==> src/rtl/cc_mem_rd_responder_pkg.sv <==
// Shared AXI read-side encodings, line geometry and FSM state for the cache-controller memory responder.
package cc_axi_pkg;
  localparam int LINE_BEATS = 8;
  localparam int BEAT_W     = 64;
  localparam int LINE_W     = 512;

  localparam logic [1:0] BURST_FIXED = 2'b00;
  localparam logic [1:0] BURST_INCR  = 2'b01;
  localparam logic [1:0] BURST_WRAP  = 2'b10;

  localparam logic [1:0] RRESP_OKAY   = 2'b00;
  localparam logic [1:0] RRESP_SLVERR = 2'b10;

  localparam logic [3:0] LEN_LINE = 4'(LINE_BEATS - 1);

  typedef enum logic [2:0] {ST_IDLE, ST_WAIT, ST_FETCH, ST_LOAD, ST_BURST} state_t;

  // Registered request: line address, critical word and protocol-error flag.
  typedef struct packed {
    logic [25:0] line;
    logic [2:0]  word;
    logic        err;
  } rd_req_t;
endpackage

==> src/rtl/cc_mem_rd_responder_if.sv <==
// AR/R channel plus backing line-read port; slave = responder, master = requester/memory side.
interface cc_mem_rd_responder_if #(parameter int ID_W = 4);
  logic [ID_W-1:0] arid_i;
  logic [31:0]     araddr_i;
  logic [3:0]      arlen_i;
  logic [1:0]      arburst_i;
  logic            arvalid_i;
  logic            arready_o;
  logic            line_rden_o;
  logic [25:0]     line_raddr_o;
  logic [511:0]    line_rdata_i;
  logic [ID_W-1:0] rid_o;
  logic [63:0]     rdata_o;
  logic [1:0]      rresp_o;
  logic            rlast_o;
  logic            rvalid_o;
  logic            rready_i;

  modport slave (
    input  arid_i, araddr_i, arlen_i, arburst_i, arvalid_i, line_rdata_i, rready_i,
    output arready_o, line_rden_o, line_raddr_o, rid_o, rdata_o, rresp_o, rlast_o, rvalid_o
  );

  modport master (
    output arid_i, araddr_i, arlen_i, arburst_i, arvalid_i, line_rdata_i, rready_i,
    input  arready_o, line_rden_o, line_raddr_o, rid_o, rdata_o, rresp_o, rlast_o, rvalid_o
  );
endinterface

==> src/rtl/cc_mem_rd_responder_beat_mux.sv <==
// Selects one 64-bit beat from a 512-bit line; word w sits at [511-64w -: 64].
module cc_line_beat_mux
  import cc_axi_pkg::*;
(
  input  logic [LINE_W-1:0] line,
  input  logic [2:0]        ptr,
  output logic [BEAT_W-1:0] beat
);
  always_comb beat = line[LINE_W-1-BEAT_W*int'(ptr) -: BEAT_W];
endmodule

==> src/rtl/cc_mem_rd_responder.sv <==
// AXI R-channel memory responder: one line per AR, 8 wrap-order beats from the critical word.
// Optional CC_RD_PROT_CHK_EN: non-line bursts (arlen!=7 or non-WRAP) answer 8 zero beats with SLVERR.
module cc_mem_rd_responder
  import cc_axi_pkg::*;
#(
  parameter int ID_W      = 4,
  parameter int MEM_DELAY = 0
) (
  input logic clk,
  input logic rst,
  cc_mem_rd_responder_if.slave bus
);
  state_t            state, state_nxt;
  logic              live;
  rd_req_t           req;
  logic [ID_W-1:0]   id;
  logic [2:0]        ptr, cnt;
  logic [7:0]        dly;
  logic [LINE_W-1:0] line;
  logic [BEAT_W-1:0] beat;
  logic              ar_hs, r_hs, illegal;

`ifdef CC_RD_PROT_CHK_EN
  assign illegal = (bus.arlen_i != LEN_LINE) || (bus.arburst_i != BURST_WRAP);
  logic unused_addr_lo;
  assign unused_addr_lo = ^bus.araddr_i[2:0];
`else
  assign illegal = 1'b0;
  logic unused_ar;
  assign unused_ar = ^{bus.arlen_i, bus.arburst_i, bus.araddr_i[2:0]};
`endif

  // live keeps arready low for the reset cycle itself
  assign ar_hs = bus.arvalid_i && (state == ST_IDLE) && live;
  assign r_hs  = (state == ST_BURST) && bus.rready_i;

  always_ff @(posedge clk) begin
    if (rst) state <= ST_IDLE;
    else     state <= state_nxt;
  end

  always_comb begin
    state_nxt = state;
    case (state)
      ST_IDLE:  if (ar_hs) state_nxt = illegal ? ST_BURST : ((MEM_DELAY > 0) ? ST_WAIT : ST_FETCH);
      ST_WAIT:  if (dly == 8'(MEM_DELAY - 1)) state_nxt = ST_FETCH;
      ST_FETCH: state_nxt = ST_LOAD;
      ST_LOAD:  state_nxt = ST_BURST;
      ST_BURST: if (r_hs && cnt == 3'd7) state_nxt = ST_IDLE;
      default:  state_nxt = ST_IDLE;
    endcase
  end

  always_comb begin
    bus.arready_o    = (state == ST_IDLE) && live;
    bus.line_rden_o  = (state == ST_FETCH);
    bus.line_raddr_o = req.line;
    bus.rvalid_o     = (state == ST_BURST);
    bus.rlast_o      = (state == ST_BURST) && (cnt == 3'd7);
    bus.rid_o        = id;
    bus.rdata_o      = ((state == ST_BURST) && !req.err) ? beat : '0;
    bus.rresp_o      = ((state == ST_BURST) && req.err) ? RRESP_SLVERR : RRESP_OKAY;
  end

  always_ff @(posedge clk) begin
    if (rst) begin
      live <= 1'b0;
      req  <= '0;
      id   <= '0;
      ptr  <= '0;
      cnt  <= '0;
      dly  <= '0;
      line <= '0;
    end else begin
      live <= 1'b1;
      case (state)
        ST_IDLE: if (ar_hs) begin
          id   <= bus.arid_i;
          req  <= '{line: bus.araddr_i[31:6], word: bus.araddr_i[5:3], err: illegal};
          ptr  <= bus.araddr_i[5:3];
          cnt  <= '0;
          dly  <= '0;
        end
        ST_WAIT: dly <= dly + 8'd1;
        ST_LOAD: begin
          line <= bus.line_rdata_i;
          ptr  <= req.word;
          cnt  <= '0;
        end
        ST_BURST: if (r_hs) begin
          ptr <= ptr + 3'd1;
          cnt <= cnt + 3'd1;
        end
        default: ;
      endcase
    end
  end

  cc_line_beat_mux u_mux (.line(line), .ptr(ptr), .beat(beat));
endmodule

==> src/flat_wrapper.sv <==
// flat-port wrapper written by rule: the top's interface ports become plain ports
module cc_mem_rd_responder_flat import cc_axi_pkg::*;
#(
  parameter int ID_W      = 4,
  parameter int MEM_DELAY = 0
)
  (clk, rst, bus_arid_i, bus_araddr_i, bus_arlen_i, bus_arburst_i, bus_arvalid_i, bus_line_rdata_i, bus_rready_i, bus_arready_o, bus_line_rden_o, bus_line_raddr_o, bus_rid_o, bus_rdata_o, bus_rresp_o, bus_rlast_o, bus_rvalid_o);
  cc_mem_rd_responder_if #(.ID_W(ID_W)) bus_i ();
  input logic clk;
  input logic rst;
  input wire logic [$bits(bus_i.arid_i)-1:0] bus_arid_i;
  input wire logic [$bits(bus_i.araddr_i)-1:0] bus_araddr_i;
  input wire logic [$bits(bus_i.arlen_i)-1:0] bus_arlen_i;
  input wire logic [$bits(bus_i.arburst_i)-1:0] bus_arburst_i;
  input wire logic [$bits(bus_i.arvalid_i)-1:0] bus_arvalid_i;
  input wire logic [$bits(bus_i.line_rdata_i)-1:0] bus_line_rdata_i;
  input wire logic [$bits(bus_i.rready_i)-1:0] bus_rready_i;
  output wire logic [$bits(bus_i.arready_o)-1:0] bus_arready_o;
  output wire logic [$bits(bus_i.line_rden_o)-1:0] bus_line_rden_o;
  output wire logic [$bits(bus_i.line_raddr_o)-1:0] bus_line_raddr_o;
  output wire logic [$bits(bus_i.rid_o)-1:0] bus_rid_o;
  output wire logic [$bits(bus_i.rdata_o)-1:0] bus_rdata_o;
  output wire logic [$bits(bus_i.rresp_o)-1:0] bus_rresp_o;
  output wire logic [$bits(bus_i.rlast_o)-1:0] bus_rlast_o;
  output wire logic [$bits(bus_i.rvalid_o)-1:0] bus_rvalid_o;
  assign bus_i.arid_i = bus_arid_i;
  assign bus_i.araddr_i = bus_araddr_i;
  assign bus_i.arlen_i = bus_arlen_i;
  assign bus_i.arburst_i = bus_arburst_i;
  assign bus_i.arvalid_i = bus_arvalid_i;
  assign bus_i.line_rdata_i = bus_line_rdata_i;
  assign bus_i.rready_i = bus_rready_i;
  assign bus_arready_o = bus_i.arready_o;
  assign bus_line_rden_o = bus_i.line_rden_o;
  assign bus_line_raddr_o = bus_i.line_raddr_o;
  assign bus_rid_o = bus_i.rid_o;
  assign bus_rdata_o = bus_i.rdata_o;
  assign bus_rresp_o = bus_i.rresp_o;
  assign bus_rlast_o = bus_i.rlast_o;
  assign bus_rvalid_o = bus_i.rvalid_o;
  cc_mem_rd_responder #(.ID_W(ID_W), .MEM_DELAY(MEM_DELAY)) u_core (.clk(clk), .rst(rst), .bus(bus_i));
endmodule
==> config.mk <==
export PLATFORM = sky130hd
export DESIGN_NAME = cc_mem_rd_responder_flat
export DESIGN_NICKNAME = d
export VERILOG_FILES = /design/src/rtl/cc_mem_rd_responder_pkg.sv /design/src/rtl/cc_mem_rd_responder_if.sv /design/src/rtl/cc_mem_rd_responder_beat_mux.sv /design/src/rtl/cc_mem_rd_responder.sv /design/src/flat_wrapper.sv
export SDC_FILE = /design/constraint.sdc
export NUM_CORES = 1
export LEC_CHECK = 0
export CAP_MARGIN = 20
export CORE_ASPECT_RATIO = 0.75
export CORE_UTILIZATION = 35
export CTS_BUF_LIST = sky130_fd_sc_hd__clkbuf_16
export CTS_CLUSTER_DIAMETER = 200
export CTS_CLUSTER_SIZE = 16
export DETAILED_ROUTE_END_ITERATION = 8
export SLEW_MARGIN = 10
export SYNTH_ARGS = -nofsm -noshare
export SYNTH_HDL_FRONTEND = slang
export SYNTH_HIERARCHICAL = 1
export SYNTH_SLANG_ARGS = --single-unit
==> constraint.sdc <==
create_clock -name clk -period 2.61 [get_ports clk]
set_clock_uncertainty 0.1 [all_clocks]
set_input_delay 0.522 -clock clk [delete_from_list [all_inputs] [get_ports clk]]
set_output_delay 0.522 -clock clk [all_outputs]
set_load 0.02 [all_outputs]
=== Word-level counts from Yosys, hierarchy flattened ===
Cells that the tools add are included.

* Flip-flop bits (word level): 563
* Latch bits: 0
* Memory bits (writable): 0
* Memory bits (read-only): 0
* Input bits: 558
* Output and inout bits: 100
* Logic and storage cells: 51
* Memories: 0

* Add/subtract/negate cells: 4
* Multipliers: 0
* Divide/modulo/power cells: 0
* $lt $le $gt $ge: 0
* Equality and inequality tests: 10
* Shift operators: 1
* Muxes and demuxes: 14
* Bitwise operators: 0
* Reductions and logical operators: 13

{| class="wikitable"
|+ Operator list
! cell !! number
|-
| $shiftx A575 B10 Y64 || 1
|-
| $mux W64 || 1
|-
| $mux W3 || 7
|-
| $pmux W3 S3 || 2
|-
| $pmux W8 S2 || 1
|-
| $pmux W3 S5 || 1
|-
| $sub A9 B9 Y10 const A || 1
|-
| $add A8 B1 Y8 const B || 1
|-
| $eq A8 B8 Y1 const B || 1
|-
| $mux W8 || 1
|-
| $ne A2 B1 Y1 const B || 4
|-
| $add A3 B1 Y3 const B || 2
|-
| $eq A3 B2 Y1 const B || 2
|-
| $eq A3 B3 Y1 const B || 2
|-
| $logic_and A1 B1 Y1 || 6
|-
| $reduce_and A3 Y1 || 2
|-
| $reduce_and A2 Y1 || 2
|-
| $eq A3 B1 Y1 const B || 1
|-
| $logic_not A3 Y1 || 1
|-
| $reduce_bool A3 Y1 || 1
|-
| $reduce_bool A2 Y1 || 1
|-
| $mux W1 || 1
|}

=== Longest topological paths before layout ===
* Word-level depth: 5
* Mapped depth: 8
* Depth with buffers taken out: 5

=== By module ===
Netlist, hierarchy kept.

{| class="wikitable"
|+ Modules (own cells, without submodules)
! module !! times used !! cells an instance !! area an instance (sq um) !! seq. area each (sq um)
|-
| cc_mem_rd_responder || 1 || 2577 || 20584.7 || 11270.8
|-
| cc_line_beat_mux || 1 || 227 || 3832.4 || 0.0
|}

=== Worst setup path after synthesis ===
No wires, ideal clock.

* Kind: flip-flop to output port
* Start point: register u_core.ptr[0]
* End point: output port bus_rdata_o[44]
* Arrival: 1.710 ns
* Data required time: 1.988 ns
* Slack: 0.278 ns
* Stages on the path, launching flop included: 6
* Buffers on the path: 2
* Cells stage by stage: dfxtp_1 -> buf_6 -> buf_4 -> mux4_2 -> mux2_2 -> and2_1

* Word-level cells in the longest chain between the ends: 3

{| class="wikitable"
|+ Ends and longest elaborated chain
! element !! line !! RTL
|-
| start: declaration || cc_mem_rd_responder.sv:17 || <nowiki>logic [2:0] ptr, cnt;</nowiki>
|-
| start signal: assignment || cc_mem_rd_responder.sv:80 || <nowiki>ptr <= bus.araddr_i[5:3];</nowiki>
|-
| start signal: assignment || cc_mem_rd_responder.sv:87 || <nowiki>ptr <= req.word;</nowiki>
|-
| start signal: assignment || cc_mem_rd_responder.sv:91 || <nowiki>ptr <= ptr + 3'd1;</nowiki>
|-
| $sub A9 B9 Y10 || cc_mem_rd_responder_beat_mux.sv:9 || <nowiki>always_comb beat = line[LINE_W-1-BEAT_W*int'(ptr) -: BEAT_W];</nowiki>
|-
| $shiftx A575 B10 Y64 || cc_mem_rd_responder_beat_mux.sv:9 ||
|-
| via u_core.beat[44] || cc_mem_rd_responder.sv:20 || <nowiki>logic [BEAT_W-1:0] beat;</nowiki>
|-
| $mux W64 || cc_mem_rd_responder.sv:61 || <nowiki>bus.rdata_o = ((state == ST_BURST) && !req.err) ? beat : '0;</nowiki>
|-
| end: declaration || flat_wrapper.sv:22 || <nowiki>output wire logic [$bits(bus_i.rdata_o)-1:0] bus_rdata_o;</nowiki>
|}

The timed path passes the listed nets, and every way through them passes these cells.

=== Worst setup path after layout ===
* Start point: register u_core.ptr[0]
* End point: output port bus_rdata_o[26]

Same word-level chain as after synthesis.

==> qor.log <==
qor: grt.wire_length_of_the_first_global_routing_pass 121000 um
qor: sta.hold_ws 0.274 ns
qor: floorplan.die_w 307 um
qor: place.placement.cell_area 31700 um2
qor: clock_network.clk_root_buffer_cell sky130_fd_sc_hd__clkbuf_16
qor: clock_network.number_of_sinks_handled_by_clock_tree_synthesis 563
qor: detailed_routing.vias 21500
qor: power.cellPowerDensity 655 nW/um2
qor: floorplan.initial_core_utilization 35.5%
qor: floorplan.rows 83
qor: cells_and_area.instances_no_fill 4303
qor: logic_synthesis.synth_top_cells_by_area sky130_fd_sc_hd__dfxtp_1, sky130_fd_sc_hd__nand2_1, sky130_fd_sc_hd__mux4_2, sky130_fd_sc_hd__a21oi_1, sky130_fd_sc_hd__mux2_2
qor: sta.grt_setup_unrepaired true
qor: detailed_routing.detail_route.vias_per_cell 4.98
qor: worst_setup_path.reg2reg_depth 5
qor: logic_synthesis.synth_xor_area_share 0.179%
qor: job.maxCapViolations 0
qor: logic_synthesis.synth-compound-area-share 12.3%
qor: detailed_routing.routed_wire_length_per_instance 18.9 um
qor: cells_and_area.post_route_cells_drive_above_1_share 15.3%
qor: cells_and_area.layout.filler_cells 6564
qor: power.power.ir.vdd_worst 0.485 mV
qor: detailed_routing.drt_iter0_markers 1535
qor: grt.grt_overflow_total 0
qor: logic_synthesis.synth_cell_type_count 46
qor: worst_hold_path.worst_hold_startpoint rst
qor: worst_setup_path.crit-reg2reg-launch u_core/state[0]$_SDFFE_PP0P_
qor: worst_setup_path.worst-endpoint-arrival 2.49 ns
qor: clock_network.htree_num_levels 2
qor: cells_and_area.area.sequential 11300 um2
qor: worst_hold_path.worst_hold_path.endpoint u_core/live$_DFF_P_
qor: place.placed_cells 4220
qor: logic_synthesis.synth_simple_gate_area_share 19.5%
qor: grt.groute.layer.met3.usage 4.40%
qor: floorplan.core_area 68700 um2
qor: logic_synthesis.netlist.area_leader.share 46.2%
qor: detailed_routing.detail_route.first_pass.iterations 7
qor: worst_setup_path.worst_setup_path_end_kind output port
qor: sta.worstMarginPinSlew 0.779 ns
qor: sta.layout_setup_ws -0.505 ns
qor: worst_setup_path.crit_required 1.99 ns
qor: cells_and_area.finalNetCount 3916
qor: grt.via_count_of_the_first_global_routing_pass 20400
qor: sta.period_share 119%
qor: sta.timing_max_transition_violations_final 0
qor: sta.max-slew-margin-rel 47.9%
qor: power.switching_part_of_the_total 28.9%
qor: worst_setup_path.kind_of_cell_with_the_highest_combined_delay_on_the_critical_path multiplexers
qor: clock_network.clock_latency 0.57 ns
qor: grt.antenna_found_initial 20
qor: power.clock_power_share 27.0%
qor: clock_network.cts_tree done
qor: logic_synthesis.synth-seq-area-share 46.2%
qor: clock_network.clk_transition_reported_paths 0.07 ns
qor: place.gp_routability_congestion 0.847
qor: clock_network.clockBufferDepth 3
qor: worst_setup_path.r2r_end u_core/line[299]$_SDFFE_PP0N_
qor: logic_synthesis.share_of_synthesized_area_spent_on_multiplexers 14.8%
qor: sta.report.final.hold_viol_count 0
qor: sta.fmax 321 MHz
qor: worst_setup_path.critPathSlowestCell sky130_fd_sc_hd__mux4_2
qor: grt.globalRouteTotalUtil 22.1%
qor: logic_synthesis.syn_area 24400 um2
qor: floorplan.top_level_ports 658
qor: place.dp_wirelength 57800 um
qor: worst_setup_path.setup.worst_path.start_class flop
qor: worst_hold_path.hold-path-cell-count 2
qor: logic_synthesis.commonest_register_cell_after_synthesis sky130_fd_sc_hd__dfxtp_1
qor: logic_synthesis.synth-async-reset-ratio 0%
qor: grt.groute.layer.met2.usage 34.5%
qor: worst_setup_path.crit_path_max_incr_delay 0.49 ns
qor: worst_setup_path.most_prevalent_standard_cell_on_the_critical_path sky130_fd_sc_hd__buf_12
qor: sta.setup_viol 64
qor: worst_hold_path.worst_hold_path_type in2reg
qor: floorplan.chipHeight 231 um
qor: logic_synthesis.synth_top_family_by_area simple AND/OR/NAND/NOR gates
qor: detailed_routing.drc 0
qor: detailed_routing.final_antenna_net_count 0
qor: run_status.status finished with violations
qor: worst_setup_path.worst-path-max-fanout 7
qor: floorplan.floorplan.die_area 70800 um2
qor: logic_synthesis.synth.yosys.warnings 6
qor: worst_setup_path.path_class reg2out
qor: logic_synthesis.synth_edf_count 0
qor: sta.timing.setup.tns -27.10 ns
qor: logic_synthesis.synthesis.area_per_instance 8.71 um2
qor: detailed_routing.drt_wl_total 81300 um
qor: power.seq_power_share 44.4%
qor: clock_network.cts_buf_count 41
qor: cells_and_area.final_design_area_no_fill 33700 um2
qor: cells_and_area.multi_input_area 11800 um2
qor: grt.globalRouteMet1Util 30.9%
qor: logic_synthesis.cell_taking_the_most_area_after_synthesis sky130_fd_sc_hd__dfxtp_1
qor: cells_and_area.post-route-util 49.0%
qor: run_status.failing_checks setup timing
qor: cells_and_area.area_delta_synth_final 38.0%
qor: worst_setup_path.timing.critical_path.buf_inv 4
qor: place.place.port_buffers 646
qor: sta.min_period 3.11 ns
qor: grt.gr-max-usage-layer met2
qor: power.power.static_leakage 11.4 nW
qor: power.p_int 15.7 mW
qor: grt.grt_start_max_net_pins 151
qor: power.pwr-share-comb 28.6%
qor: power.netSwitchingPower 6.37 mW
qor: worst_setup_path.timing.critical_path.cells buf_12, buf_8, buf_12, mux4_2, mux2_4, and2_4, buf_6
qor: logic_synthesis.ys_seq_elements 563
qor: logic_synthesis.synth_cells 2804
qor: logic_synthesis.synth-adder-area-share 0.205%
qor: worst_setup_path.reg2reg_slack 0.49 ns
[flip-flops by register name (all words and copies together) (netlist names)]
name                     cells
u_core/req                   3
u_core/ptr                   3
u_core/state                 3
u_core/bus.rid_o             4
u_core/cnt                   3
u_core/live                  1
u_core/line                512
u_core/bus.line_raddr_o     26
u_core/dly                   8
[area by class of cell]
cell class | count | share of cell area (%)
Multi-Input combinational cell | 1977 | 35.0
Antenna cell | 10 | 0.0742
Clock inverter | 4 | 0.0965
Tap cell | 935 | 3.47
Timing Repair Buffer | 766 | 24.7
Clock buffer | 43 | 3.19
Sequential cell | 563 | 33.5
Inverter | 5 | 0.0557
[metal layers]
metal	share of wire (%)	vias to the layer above
met5	0.18	-
met4	2.2	24
met3	7.0	120
met2	45	710
met1	45	10200
li1	-	10400
[cell usage in the layout, fill, tap and decap left out, types with 4 or more instances in the layout]
cell                              netlist  layout
sky130_fd_sc_hd__a21oi_1              545     545
sky130_fd_sc_hd__a21oi_2               10      10
sky130_fd_sc_hd__and2_1                66       7
sky130_fd_sc_hd__and2_4                 0      59
sky130_fd_sc_hd__buf_12                 1      54
sky130_fd_sc_hd__buf_16                 0       6
sky130_fd_sc_hd__buf_2                 76       4
sky130_fd_sc_hd__buf_4                 45      49
sky130_fd_sc_hd__buf_6                 39      65
sky130_fd_sc_hd__buf_8                  9       5
sky130_fd_sc_hd__clkbuf_16              0      43
sky130_fd_sc_hd__clkdlybuf4s50_1        0     577
sky130_fd_sc_hd__dfxtp_1              563     560
sky130_fd_sc_hd__diode_2                0      10
sky130_fd_sc_hd__ha_1                   4       4
sky130_fd_sc_hd__inv_1                  5       7
sky130_fd_sc_hd__mux2_2                64      24
sky130_fd_sc_hd__mux2_4                 0      40
sky130_fd_sc_hd__mux4_2               128     128
sky130_fd_sc_hd__nand2_1             1088    1088
sky130_fd_sc_hd__nand2_2               10      10
sky130_fd_sc_hd__nor2_1                 8       8
sky130_fd_sc_hd__nor3_1                 6       6
sky130_fd_sc_hd__o21ai_0                4       4
[power groups by stage]
stage	registers [mW]	clock network [mW]	logic [mW]
detailed placement	9.99	0	5.54
global route	9.89	6.49	6.75
CTS	9.80	6.16	6.33
finish	9.81	5.97	6.31
floorplan	9.80	0	3.41
global placement	9.98	0	5.49
[how the worst max path moves through the flow]
stage,cells past startpoint,to,slack (ns),from
floorplan,5,bus_rdata_o[44],0.28,u_core/ptr[0]$_SDFFE_PP0P_
global placement,6,bus_rdata_o[13],-0.27,u_core/ptr[0]$_SDFFE_PP0P_
detailed placement,6,bus_rdata_o[13],-0.28,u_core/ptr[0]$_SDFFE_PP0P_
CTS,7,bus_rdata_o[28],-0.54,u_core/ptr[0]$_SDFFE_PP0P_
global route,7,bus_rdata_o[26],-0.58,u_core/ptr[0]$_SDFFE_PP0P_
finish,7,bus_rdata_o[26],-0.50,u_core/ptr[0]$_SDFFE_PP0P_
[timing repair]
| item | in CTS | in global routing |
|---|---|---|
| setup endpoints to repair | 68 | 66 |
| gates cloned | 9 | 0 |
| resized for setup | 486 | 35 |
| hold buffers | 0 | 0 |
| buffers inserted | 19 | 3 |
[through the flow]
| stage | worst slack (ns) | power (mW) |
|---|---|---|
| 4_1_cts | -0.543 | 22.3 |
| 3_5_place_dp | -0.279 | 15.5 |
| 3_3_place_gp | -0.270 | 15.5 |
| 5_1_grt | -0.582 | 23.1 |
| 6_report | -0.505 | 22.1 |
| 2_1_floorplan | 0.278 | 13.2 |
[cell usage after synthesis, drive strengths merged (3+ instances only)]
master,count
a211oi,3
a21oi,555
a22o,3
a22oi,3
a311oi,3
and2,66
buf,180
clkbuf,80
dfxtp,563
ha,4
inv,5
mux2,64
mux4,128
nand2,1098
nand2b,3
nor2,8
nor2b,3
nor3,6
o21ai,4
xor2,3
[cells by family (layout without fill, tap and decap cells)]
kind of cell    count (synthesis)  in the layout
flops                         563            563
buf+inv                       265            818
compound gates                576            576
other cells                     1             12
fa+ha+maj                       4              4
simple gates                 1197           1197
mux                           193            193
xor+xnor                        5              5
(Power assumes the default switching activity.)
